[src/rtl/cnt_share_pkg.sv]
// Shared definitions for the shared-counter scheduler: op encoding, the
// pipeline stage record and the channel-index width helper.
package cnt_share_pkg;

  typedef enum logic {
    OP_INC = 1'b0,
    OP_CLR = 1'b1
  } op_e;

  // Wide enough for the largest supported channel count (16)
  localparam int CH_W_MAX = 4;

  typedef struct packed {
    logic                valid;
    op_e                 op;
    logic [CH_W_MAX-1:0] ch;
  } stage_t;

  function automatic int ch_width(input int m);
    return (m <= 2) ? 1 : $clog2(m);
  endfunction

endpackage

[src/rtl/rr_arbiter.sv]
// Round-robin arbiter: grants the first requester at or after the pointer,
// then moves the pointer just past the winner.
module rr_arbiter
  import cnt_share_pkg::*;
#(
  parameter  int M    = 4,
  localparam int CH_W = ch_width(M)
) (
  input  logic            clk,
  input  logic            reset,
  input  logic [M-1:0]    req,
  input  logic            en,
  output logic [M-1:0]    gnt,
  output logic [CH_W-1:0] gnt_idx
);

  logic [CH_W-1:0] r_ptr;
  logic [CH_W-1:0] w_idx;
  logic [CH_W-1:0] w_winner;
  logic            w_found;

  always_comb begin
    gnt      = '0;
    gnt_idx  = '0;
    w_idx    = '0;
    w_winner = '0;
    w_found  = 1'b0;
    for (int i = 0; i < M; i++) begin
      w_idx = CH_W'((int'(r_ptr) + i) % M);
      if (!w_found && req[w_idx]) begin
        w_found  = 1'b1;
        w_winner = w_idx;
      end
    end
    if (en && w_found) begin
      gnt[w_winner] = 1'b1;
      gnt_idx       = w_winner;
    end
  end

  always_ff @(posedge clk) begin
    if (reset) begin
      r_ptr <= '0;
    end else if (en && w_found) begin
      r_ptr <= (int'(w_winner) == M - 1) ? '0 : w_winner + 1'b1;
    end
  end

endmodule

[src/rtl/cnt_share_sched.sv]
// M per-channel counters sharing one two-stage increment pipeline; the
// operand is forwarded from the write stage so back-to-back ops count exactly.
module cnt_share_sched
  import cnt_share_pkg::*;
#(
  parameter  int N    = 17,
  parameter  int M    = 4,
  localparam int CH_W = ch_width(M)
) (
  input  logic            clk,
  input  logic            reset,
  input  logic [M-1:0]    req_valid,
  output logic [M-1:0]    req_ready,
  input  logic            clr_valid,
  input  logic [CH_W-1:0] clr_ch,
  input  logic [CH_W-1:0] rd_ch,
  output logic [N-1:0]    rd_cnt,
  output logic            cout_valid,
  output logic [CH_W-1:0] cout_ch
);

  logic            w_arbEn;
  logic [M-1:0]    w_gnt;
  logic [CH_W-1:0] w_gntIdx;

  stage_t          r_stageA;
  stage_t          r_stageB;
  logic [N-1:0]    r_operandB;
  logic [N-1:0]    r_bank [M];
  logic            r_coutValid;
  logic [CH_W-1:0] r_coutCh;

  stage_t          w_accept;
  logic [CH_W-1:0] w_aCh;
  logic [CH_W-1:0] w_bCh;
  logic            w_aInRange;
  logic            w_bInRange;
  logic            w_carry;
  logic [N-1:0]    w_incSum;
  logic [N-1:0]    w_writeVal;
  logic [N-1:0]    w_operand;

  assign w_arbEn = ~clr_valid & ~reset;

  rr_arbiter #(.M(M)) u_arb (
    .clk     (clk),
    .reset   (reset),
    .req     (req_valid),
    .en      (w_arbEn),
    .gnt     (w_gnt),
    .gnt_idx (w_gntIdx)
  );

  assign req_ready = w_gnt;

  // A clear pre-empts the arbiter; out-of-range clears never enter the pipe
  always_comb begin
    w_accept = '0;
    if (clr_valid) begin
      w_accept.valid = (int'(clr_ch) < M);
      w_accept.op    = OP_CLR;
      w_accept.ch    = CH_W_MAX'(clr_ch);
    end else begin
      w_accept.valid = |w_gnt;
      w_accept.op    = OP_INC;
      w_accept.ch    = CH_W_MAX'(w_gntIdx);
    end
  end

  assign w_aCh      = r_stageA.ch[CH_W-1:0];
  assign w_bCh      = r_stageB.ch[CH_W-1:0];
  assign w_aInRange = (int'(r_stageA.ch) < M);
  assign w_bInRange = (int'(r_stageB.ch) < M);

  assign {w_carry, w_incSum} = {1'b0, r_operandB} + (N+1)'(1);
  assign w_writeVal = (r_stageB.op == OP_CLR) ? '0 : w_incSum;

  // Stage A reads the value being written this edge when it targets the same channel
  always_comb begin
    w_operand = '0;
    if (r_stageB.valid && w_bInRange && (w_bCh == w_aCh)) begin
      w_operand = w_writeVal;
    end else if (w_aInRange) begin
      w_operand = r_bank[w_aCh];
    end
  end

  always_ff @(posedge clk) begin
    if (reset) begin
      r_stageA    <= '0;
      r_stageB    <= '0;
      r_operandB  <= '0;
      r_coutValid <= 1'b0;
      r_coutCh    <= '0;
      for (int i = 0; i < M; i++) begin
        r_bank[i] <= '0;
      end
    end else begin
      r_stageA    <= w_accept;
      r_stageB    <= r_stageA;
      r_operandB  <= w_operand;
      r_coutValid <= r_stageB.valid && (r_stageB.op == OP_INC) && w_carry;
      if (r_stageB.valid && (r_stageB.op == OP_INC) && w_carry) begin
        r_coutCh <= w_bCh;
      end
      if (r_stageB.valid && w_bInRange) begin
        r_bank[w_bCh] <= w_writeVal;
      end
    end
  end

  assign rd_cnt     = (int'(rd_ch) < M) ? r_bank[rd_ch] : '0;
  assign cout_valid = r_coutValid;
  assign cout_ch    = r_coutCh;

endmodule
[config.mk]
export PLATFORM = sky130hd
export DESIGN_NAME = cnt_share_sched
export DESIGN_NICKNAME = d
export VERILOG_FILES = /design/src/rtl/cnt_share_pkg.sv /design/src/rtl/rr_arbiter.sv /design/src/rtl/cnt_share_sched.sv
export SDC_FILE = /design/constraint.sdc
export NUM_CORES = 1
export LEC_CHECK = 0
export CELL_PAD_IN_SITES_DETAIL_PLACEMENT = 2
export CELL_PAD_IN_SITES_GLOBAL_PLACEMENT = 2
export CORE_ASPECT_RATIO = 0.5
export CORE_MARGIN = 2
export CORE_UTILIZATION = 41
export CTS_CLUSTER_SIZE = 16
export DETAILED_ROUTE_END_ITERATION = 8
export GPL_TIMING_DRIVEN = 0
export PLACE_DENSITY_LB_ADDON = 0.05
export SLEW_MARGIN = 20
export SYNTH_ARGS = -nofsm -noshare
export SYNTH_HDL_FRONTEND = slang
export SYNTH_HIERARCHICAL = 1
export SYNTH_SLANG_ARGS = --single-unit
[constraint.sdc]
create_clock -name clk -period 2.55 [get_ports clk]
set_input_delay 0.255 -clock clk [delete_from_list [all_inputs] [get_ports clk]]
set_output_delay 0.255 -clock clk [all_outputs]
set_load 0.01 [all_outputs]
==> results_dict.tcl, run 1 <==
set metrics [dict create \
    layout-drive-gt1-share 0.195 \
    syn_nets 428 \
    power_density_nw_per_um2 623 \
    clk_latency_ns 0.35 \
    synth_compound_area_frac 0.0770 \
    finalSetupTns_ns 0 \
    cts_max_level 3 \
    num_rows 28 \
    ir_drop_v 0.000311 \
    synth_xor_xnor_area_share 0.0140 \
    dpl-instance-area_um2 5510 \
    vias 3662 \
    worstPathCellList "clkdlybuf4s50_1 > buf_6 > buf_4 > nor2_4 > inv_1 > a31oi_4 > and2_4 > clkdlybuf4s50_1" \
    grt-ovfl-total 0 \
    place_ws_ns -0.842 \
    io_pins 35 \
    power.total_mw 3.66 \
    p_leak_nw 2.01 \
    worstPathMaxFanout 10 \
    ys_seq_area_frac 0.530 \
    ant_nets 0 \
    root_buffer "clkbuf_16" \
    finalClockSkew_ns 0.00720 \
    hp-class "reg2reg" \
    fin_crit_sh 0.970 \
    synth-seq-cells 98 \
    vias_per_cell 5.84 \
    track_usage 0.251 \
    crit_path_frequent_cell "clkdlybuf4s50_1" \
    sw_frac_of_total 0.258 \
    synth-adder-area-share 0.0125 \
    synth_edf_count 68 \
    syn_area_um2 4990 \
    gp_congestion 0.790 \
    hold_viol_final 0 \
    grt_max_degree 18 \
    synth_area_per_cell_um2 12.1 \
    cts.sinks 98 \
    wl_per_cell_um 24.7 \
    period_minus_slack_ns 2.47 \
    yosysWarningCount 6 \
    synth_cell_types 50 \
    remaining_drc_errors 0 \
    synth_top_family_by_area "simple AND/OR/NAND/NOR gates" \
    setup_viol 0 \
    clkPwrFrac 0.373 \
    dp_hpwl_um 11100 \
    initial_core_util 0.421 \
    p_sw_uw 944 \
    async_flop_share 0 \
    worstPathRequired_ns 2.30 \
    die-area_um2 13100 \
    grt_pass1_wl_um 24000 \
    dp.cells 609 \
    crit_arrival_ns 2.22 \
    fmax_mhz 404 \
    fin_util 0.496 \
    nets 473 \
    dieHeight_um 82.0 \
    clock_path_buffers 2 \
    cap_violations 0 \
    first_pass_iters 4 \
    p_int_mw 2.72 \
    max_stage_delay_ns 0.53 \
    outcome "complete, no violations" \
    p_seq_frac 0.502 \
    cts_tree "built" \
    grt_pass1_vias 4125 \
    numCtsBuffers 9 \
    cp-start-kind "input port" \
    wl_um 15500 \
    netlist_instances 412 \
    die_w_um 160 \
    worst_slew_pin_slew_ns 1.02 \
    setup_ws_ns 0.0763 \
    path_clk_slew_ns 0.07 \
    final_common_cell "edfxtp_1" \
    final_max_slew_viol_count 0 \
    synth_mux_area_frac 0.160 \
    fill_cells 1209 \
    worstSetupEndpointType "output pin" \
    stdcell_count 627 \
    combPwrFrac 0.125 \
    drt_iter0_drc 162 \
    synth-simple-area-share 0.182 \
    critPathSlowestCell "clkdlybuf4s50_1" \
    ys.flop_type "edfxtp_1" \
    area_growth_pct 17.8 \
    antenna_found_initial 0 \
    crit_type "in2out" \
    core_um2 11800 \
    finalInstanceArea_um2 5880 \
    holdWs_ns 0.456 \
    slew-limit-headroom 0.321 \
    final_cell_mix "edfxtp_1 (68), nor2_1 (58), mux4_2 (34)" \
    portBuffers 32 \
    diodes 0 \
]
[flip-flops by register name (all words and copies together) (netlist names)]
signal	cells
cout_ch	2
cout_valid	1
r_bank	68
r_stageB	4
u_arb/r_ptr	2
r_operandB	17
r_stageA	4
[routing by layer]
metal	vias up	GRT usage	wire [um]
met4	0	0.0604	187
met2	70	0.449	7730
li1	1653	-	-
met1	1923	0.326	6920
met3	16	0.0434	642
met5	-	0	0
[critical path, delay by kind of cell]
kind | cells | cell delay, ns
and+or+nand+nor | 2 | 0.30
AOI/OAI and AO/OA | 1 | 0.19
buffers and inverters | 5 | 1.46
[area by class of cell]
type,count,area (um^2),area share
inverters,8,30.0,0.00511
well taps,165,206,0.0351
clock buffers,13,270,0.0460
clock inverters,3,21.3,0.00362
plain buffers,21,100,0.0170
multi-input cells,284,2260,0.385
flip-flops and latches,98,2640,0.450
repair buffers,35,347,0.0590
[final timing paths]
path                 startpoint             to  slack, ns  cells after the start
hold reg to reg     r_stageA[4]    r_stageB[4]       0.46                      1
setup reg to reg  r_operandB[1]  r_bank[0][16]       0.23                      5
hold / removal      r_stageA[4]    r_stageB[4]       0.46                      1
setup / recovery          reset   req_ready[1]       0.08                      8
[synthesized netlist by cell type, types with 6 or more instances]
cell,number,area (um^2)
or3_1,8,50.1
nor2b_1,7,43.8
or2_2,9,56.3
mux4_2,34,766
nor2_1,59,221
nand3_1,15,75.1
nand2_1,25,93.8
a21o_1,6,45.0
nor3_1,10,50.1
clkbuf_1,9,33.8
edfxtp_1,68,2040
a21oi_1,24,120
dfxtp_1,30,601
nor4_1,6,37.5
o21ai_0,13,65.1
buf_2,6,30.0
inv_1,6,22.5
[timing repair]
action	4_1_cts	5_1_grt
gates resized for setup	13	5
setup endpoints to repair	65	3
hold buffers	0	0
pin swaps	1	0
setup buffers	3	0
[power groups by stage]
stage | Clock [mW] | Combinational (mW) | Sequential [mW]
floorplan | 0 | 0.274 | 1.85
global placement | 0 | 0.428 | 1.86
detailed placement | 0 | 0.448 | 1.87
CTS | 1.37 | 0.463 | 1.84
global route | 1.43 | 0.499 | 1.85
finish | 1.36 | 0.460 | 1.84
[logic make-up after synthesis]
group | Yosys count
fa+ha+maj | 5
xor+xnor | 8
buf+inv | 30
compound gates | 61
simple gates | 173
mux | 37
flops | 98
No activity file was read; power rests on OpenSTA's default activity.
==> run 2, diff against run 1 <==
--- a/config.mk
+++ b/config.mk
@@ -14,6 +14,7 @@
 export DETAILED_ROUTE_END_ITERATION = 8
 export GPL_TIMING_DRIVEN = 0
 export PLACE_DENSITY_LB_ADDON = 0.05
+export SKIP_CTS_REPAIR_TIMING = 1
 export SLEW_MARGIN = 20
 export SYNTH_ARGS = -nofsm -noshare
 export SYNTH_HDL_FRONTEND = slang
==> run 2 against run 1 <==
Against the previous run:
- critical path type is now in2reg
- routed wire length increased by 1.5%
- largest power group unchanged
- clock skew decreased by 0.00097 ns
- first-iteration DRC count increased by 28%
==> results_dict.tcl, run 2 (same netlist as run 1, synthesis figures left out) <==
set metrics [dict create \
    outcome "complete, no violations" \
    p_seq_frac 0.501 \
    fmax_mhz 414 \
    numCtsBuffers 9 \
    diodes 0 \
    worstSetupEndpointType "flop" \
    largest-register "r_bank" \
    cts_tree "built" \
    holdWs_ns 0.453 \
    cts_max_level 3 \
    die-area_um2 13100 \
    portBuffers 32 \
    hold_end "r_stageB[4]" \
    drt_iter0_drc 207 \
    reg_top3 "r_bank: 68 flops, r_operandB: 17 flops" \
    clkPwrFrac 0.371 \
    grt_max_degree 18 \
    multi_input_area_um2 2270 \
    hold_start "r_stageA[4]" \
    final_max_slew_viol_count 0 \
    ff2ff_setup_slack_ns 0.25 \
    seqCellArea_um2 2640 \
    grt_pass1_vias 4121 \
    rsz0062_at_grt "no" \
    grt-ovfl-total 0 \
    layout-drive-gt1-share 0.211 \
    power_density_nw_per_um2 620 \
    io_pins 35 \
    hold_path_depth 1 \
    worstPathRequired_ns 2.57 \
    cp-start-kind "input port" \
    num_rows 28 \
    remaining_drc_errors 0 \
    dpl-instance-area_um2 5510 \
    hold_viol_final 0 \
    rr_worst_depth 5 \
    path_clk_slew_ns 0.07 \
    use_met1 0.328 \
    r2r-end "r_bank[0][16]" \
    dp_hpwl_um 11100 \
    vias 3657 \
    core_um2 11800 \
    clock_path_buffers 2 \
    root_buffer "clkbuf_16" \
    p_int_mw 2.72 \
    final_cell_mix "edfxtp_1 (68), nor2_1 (58), mux4_2 (34)" \
    crit_arrival_ns 2.44 \
    fin_crit_sh 0.947 \
    dieHeight_um 82.0 \
    first_pass_iters 4 \
    finalInstanceArea_um2 5920 \
    use_met2 0.453 \
    wl_per_cell_um 25.0 \
    largest_reg_flops 68 \
    hp-class "reg2reg" \
    sw_frac_of_total 0.257 \
    nets 475 \
    area_growth_pct 18.6 \
    die_w_um 160 \
    worst_slew_pin_slew_ns 1.02 \
    period_minus_slack_ns 2.41 \
    p_leak_nw 2.08 \
    combPwrFrac 0.128 \
    vias_per_cell 5.81 \
    track_usage 0.252 \
    final_common_cell "edfxtp_1" \
    worstPathMaxFanout 17 \
    use_met3 0.0439 \
    busiest_layer "met2" \
    power.total_mw 3.67 \
    antenna_found_initial 0 \
    crit_type "in2reg" \
    gp_congestion 0.790 \
    r2r_start "r_operandB[1]" \
    slew-limit-headroom 0.320 \
    ir_drop_v 0.000312 \
    clk_latency_ns 0.35 \
    grt_pass1_wl_um 24200 \
    setup_viol 0 \
    cap_violations 0 \
    finalClockSkew_ns 0.00623 \
    wl_um 15700 \
    cts.sinks 98 \
    ant_nets 0 \
    fill_cells 1208 \
    p_sw_uw 945 \
    initial_core_util 0.421 \
]
run 2: how the worst max path moves through the flow:
stage	slack [ns]	start	cells past startpoint	to
final	0.14	reset	6	r_bank[1][9]
after global routing	0.03	reset	4	r_bank[3][10]
after CTS	-0.49	reset	6	r_bank[0][1]
after detailed placement	-0.84	reset	6	r_bank[0][2]
after global placement	-0.71	reset	6	r_bank[1][2]
after floorplan	0.49	reset	5	r_bank[1][0]
run 2: metal layers:
layer  part of all wire  up-vias  wire [um]
met5                  0        -          0
met4              0.011        0        172
met3              0.050       17        792
met2               0.51       84       8000
met1               0.43     1902       6750
li1                   -     1654          -
run 2: through the flow:
stage	instances	setup TNS, ns	worst slack, ns	util
after floorplan	412	0	0.486	-
after global placement	609	-39.59	-0.713	0.466
after detailed placement	609	-45.63	-0.842	0.466
after CTS	625	-23.39	-0.486	0.490
after global routing	629	0	0.0264	0.500
final	629	0	0.136	0.500
run 2: power groups by stage:
stage | Combinational (mW) | Sequential [mW] | Clock, mW
2_1_floorplan | 0.274 | 1.85 | 0
3_3_place_gp | 0.428 | 1.86 | 0
3_5_place_dp | 0.448 | 1.87 | 0
4_1_cts | 0.453 | 1.84 | 1.37
5_1_grt | 0.508 | 1.85 | 1.43
6_report | 0.469 | 1.84 | 1.36
run 2: area by class of cell:
class | instances | area share
clock inverters | 3 | 0.00360
repair buffers | 37 | 0.0635
multi-input cells | 284 | 0.383
inverters | 8 | 0.00508
clock buffers | 13 | 0.0457
flip-flops and latches | 98 | 0.447
plain buffers | 21 | 0.0171
well taps | 165 | 0.0349
run 2: worst max-delay path, stage by stage:
cell and delay (ns):
clkdlybuf4s50_1 0.49, buf_6 0.19, nand2b_4 0.18, or3b_2 0.58
clkbuf_1 0.35, nand2_4 0.37
==> run 3, diff against run 2 <==
==> constraint.sdc (replaced) <==
create_clock -name clk -period 2.55 [get_ports clk]
set_input_delay 0.51 -clock clk [delete_from_list [all_inputs] [get_ports clk]]
set_output_delay 0.51 -clock clk [all_outputs]
set_load 0.01 [all_outputs]
==> run 3 against run 2 <==
Against the previous run:
- non-clock buffer count rose by 4
- setup slack got worse by 0.14 ns
- via count rose by 0.55%
- maximum frequency fell by 5.3%
- sequential power barely moved
- combinational power rose by 2%
- clock power barely moved
- clock skew rose by 0.0026 ns
- global-route usage did not move
- die area did not move
- clock-buffer cell count did not move
- worst hold slack got worse by 0.0046 ns
- largest cell class unchanged
==> results_dict.tcl, run 3 (same netlist as run 1, synthesis figures left out) <==
set metrics [dict create \
    r2r_start "r_stageB[5]" \
    portBuffers 32 \
    track_usage 0.252 \
    finalClockSkew_ns 0.00884 \
    cp-startpoint "reset" \
    gp_congestion 0.790 \
    ant_nets 0 \
    rr_worst_depth 4 \
    path_clk_slew_ns 0.07 \
    cts.sinks 98 \
    worstPathRequired_ns 2.04 \
    root_buffer "clkbuf_16" \
    clock_path_buffers 2 \
    worstPathMaxFanout 10 \
    initial_core_util 0.421 \
    grt-ovfl-total 0 \
    vias 3677 \
    first_pass_iters 4 \
    final_cell_mix "edfxtp_1 (68), nor2_1 (58), mux4_2 (34)" \
    max_stage_delay_ns 0.23 \
    use_met2 0.453 \
    setup_viol 0 \
    r2r-end "r_bank[2][7]" \
    fill_cells 1213 \
    cts_tree "built" \
    wl_um 16100 \
    grt_pass1_wl_um 24200 \
    grt_pass1_vias 4121 \
    busiest_layer "met2" \
    use_met1 0.328 \
    outcome "complete, no violations" \
    place_ws_ns -1.10 \
    finalSetupTns_ns 0 \
    cp-start-kind "input port" \
    final_max_slew_viol_count 0 \
    antenna_found_initial 0 \
    fin_crit_sh 1.00 \
    remaining_drc_errors 0 \
    hold_viol_final 0 \
    numCtsBuffers 9 \
    stdcell_count 633 \
    diodes 0 \
    reg_top3 "r_bank: 68 flops, r_operandB: 17 flops" \
    setup_ws_ns 0.000258 \
    crit_arrival_ns 2.04 \
    cts_max_level 3 \
    slew-limit-headroom 0.341 \
    die_w_um 160 \
    p_leak_nw 2.12 \
    num_rows 28 \
    io_pins 35 \
    setup.worst_path.end "req_ready[0]" \
    core_um2 11800 \
    vias_per_cell 5.81 \
    hp-class "in2reg" \
    area_growth_pct 19.5 \
    clk_latency_ns 0.35 \
    critPathSlowestCell "a31oi_4" \
    grt_max_degree 18 \
    worstPathCellList "dlymetal6s2s_1 > buf_6 > buf_6 > nor2_4 > inv_1 > a31oi_4 > buf_4 > buf_4 > and2_1 > buf_2" \
    period_minus_slack_ns 2.55 \
    dp.cells 609 \
    largest-register "r_bank" \
    cap_violations 0 \
    fmax_mhz 392 \
    nets 479 \
    largest_reg_flops 68 \
    power_density_nw_per_um2 617 \
    dieHeight_um 82.0 \
    worst_slew_pin_slew_ns 0.986 \
    ff2ff_setup_slack_ns 0.17 \
    wl_per_cell_um 25.4 \
    layout-drive-gt1-share 0.220 \
    dp_hpwl_um 11100 \
    use_met3 0.0439 \
    worstSetupEndpointType "output pin" \
    final_common_cell "edfxtp_1" \
    ir_drop_v 0.000307 \
    crit_type "in2out" \
    drt_iter0_drc 250 \
    die-area_um2 13100 \
]
[run 3: layout make-up]
class	instances	area, um^2	share of cell area
clock inverter	3	21.3	0.00357
buffer	22	130	0.0218
inverter	8	30.0	0.00504
tap	165	206	0.0346
timing repair buffer	40	398	0.0667
multi-input combinational	284	2260	0.379
sequential	98	2640	0.443
clock buffer	13	270	0.0453
[run 3: how the worst min path moves through the flow]
stage / slack, ns / startpoint / cells after the start / end
floorplan: 0.41 / r_stageA[4] / 1 / r_stageB[4]
global placement: 0.42 / r_stageA[4] / 1 / r_stageB[4]
detailed placement: 0.45 / r_stageA[4] / 1 / r_stageB[4]
CTS: 0.46 / r_stageA[4] / 1 / r_stageB[4]
global route: 0.46 / reset / 2 / u_arb/r_ptr[0]
finish: 0.45 / reset / 2 / u_arb/r_ptr[0]
[run 3: through the flow]
stage               total power [mW]  cell area, um^2  utilization  hold WS (ns)
floorplan                       2.12             4990            -         0.414
global placement                2.29             5510        0.466         0.417
detailed placement              2.32             5510        0.466         0.448
CTS                             3.66             5810        0.490         0.462
global route                    3.80             5960        0.503         0.456
finish                          3.68             5960        0.503         0.448
[run 3: worst max-delay path, delay by kind of cell]
family | cells | cell delay, ns
AOI/OAI and AO/OA | 1 | 0.23
buffers and inverters | 7 | 1.00
and+or+nand+nor | 2 | 0.28
[run 3: power breakdown]
| part | leakage [nW] | switching, mW | internal [mW] | total [mW] |
|---|---|---|---|---|
| Clock | 0.138 | 0.618 | 0.744 | 1.36 |
| Combinational | 1.03 | 0.266 | 0.213 | 0.479 |
| Sequential | 0.950 | 0.0677 | 1.77 | 1.84 |
| Total | 2.12 | 0.951 | 2.73 | 3.68 |
[run 3: per-layer routing]
layer	up-vias	wire length, um
li1	1657	-
met1	1932	7110
met2	75	8200
met3	13	638
met4	0	157
met5	-	0
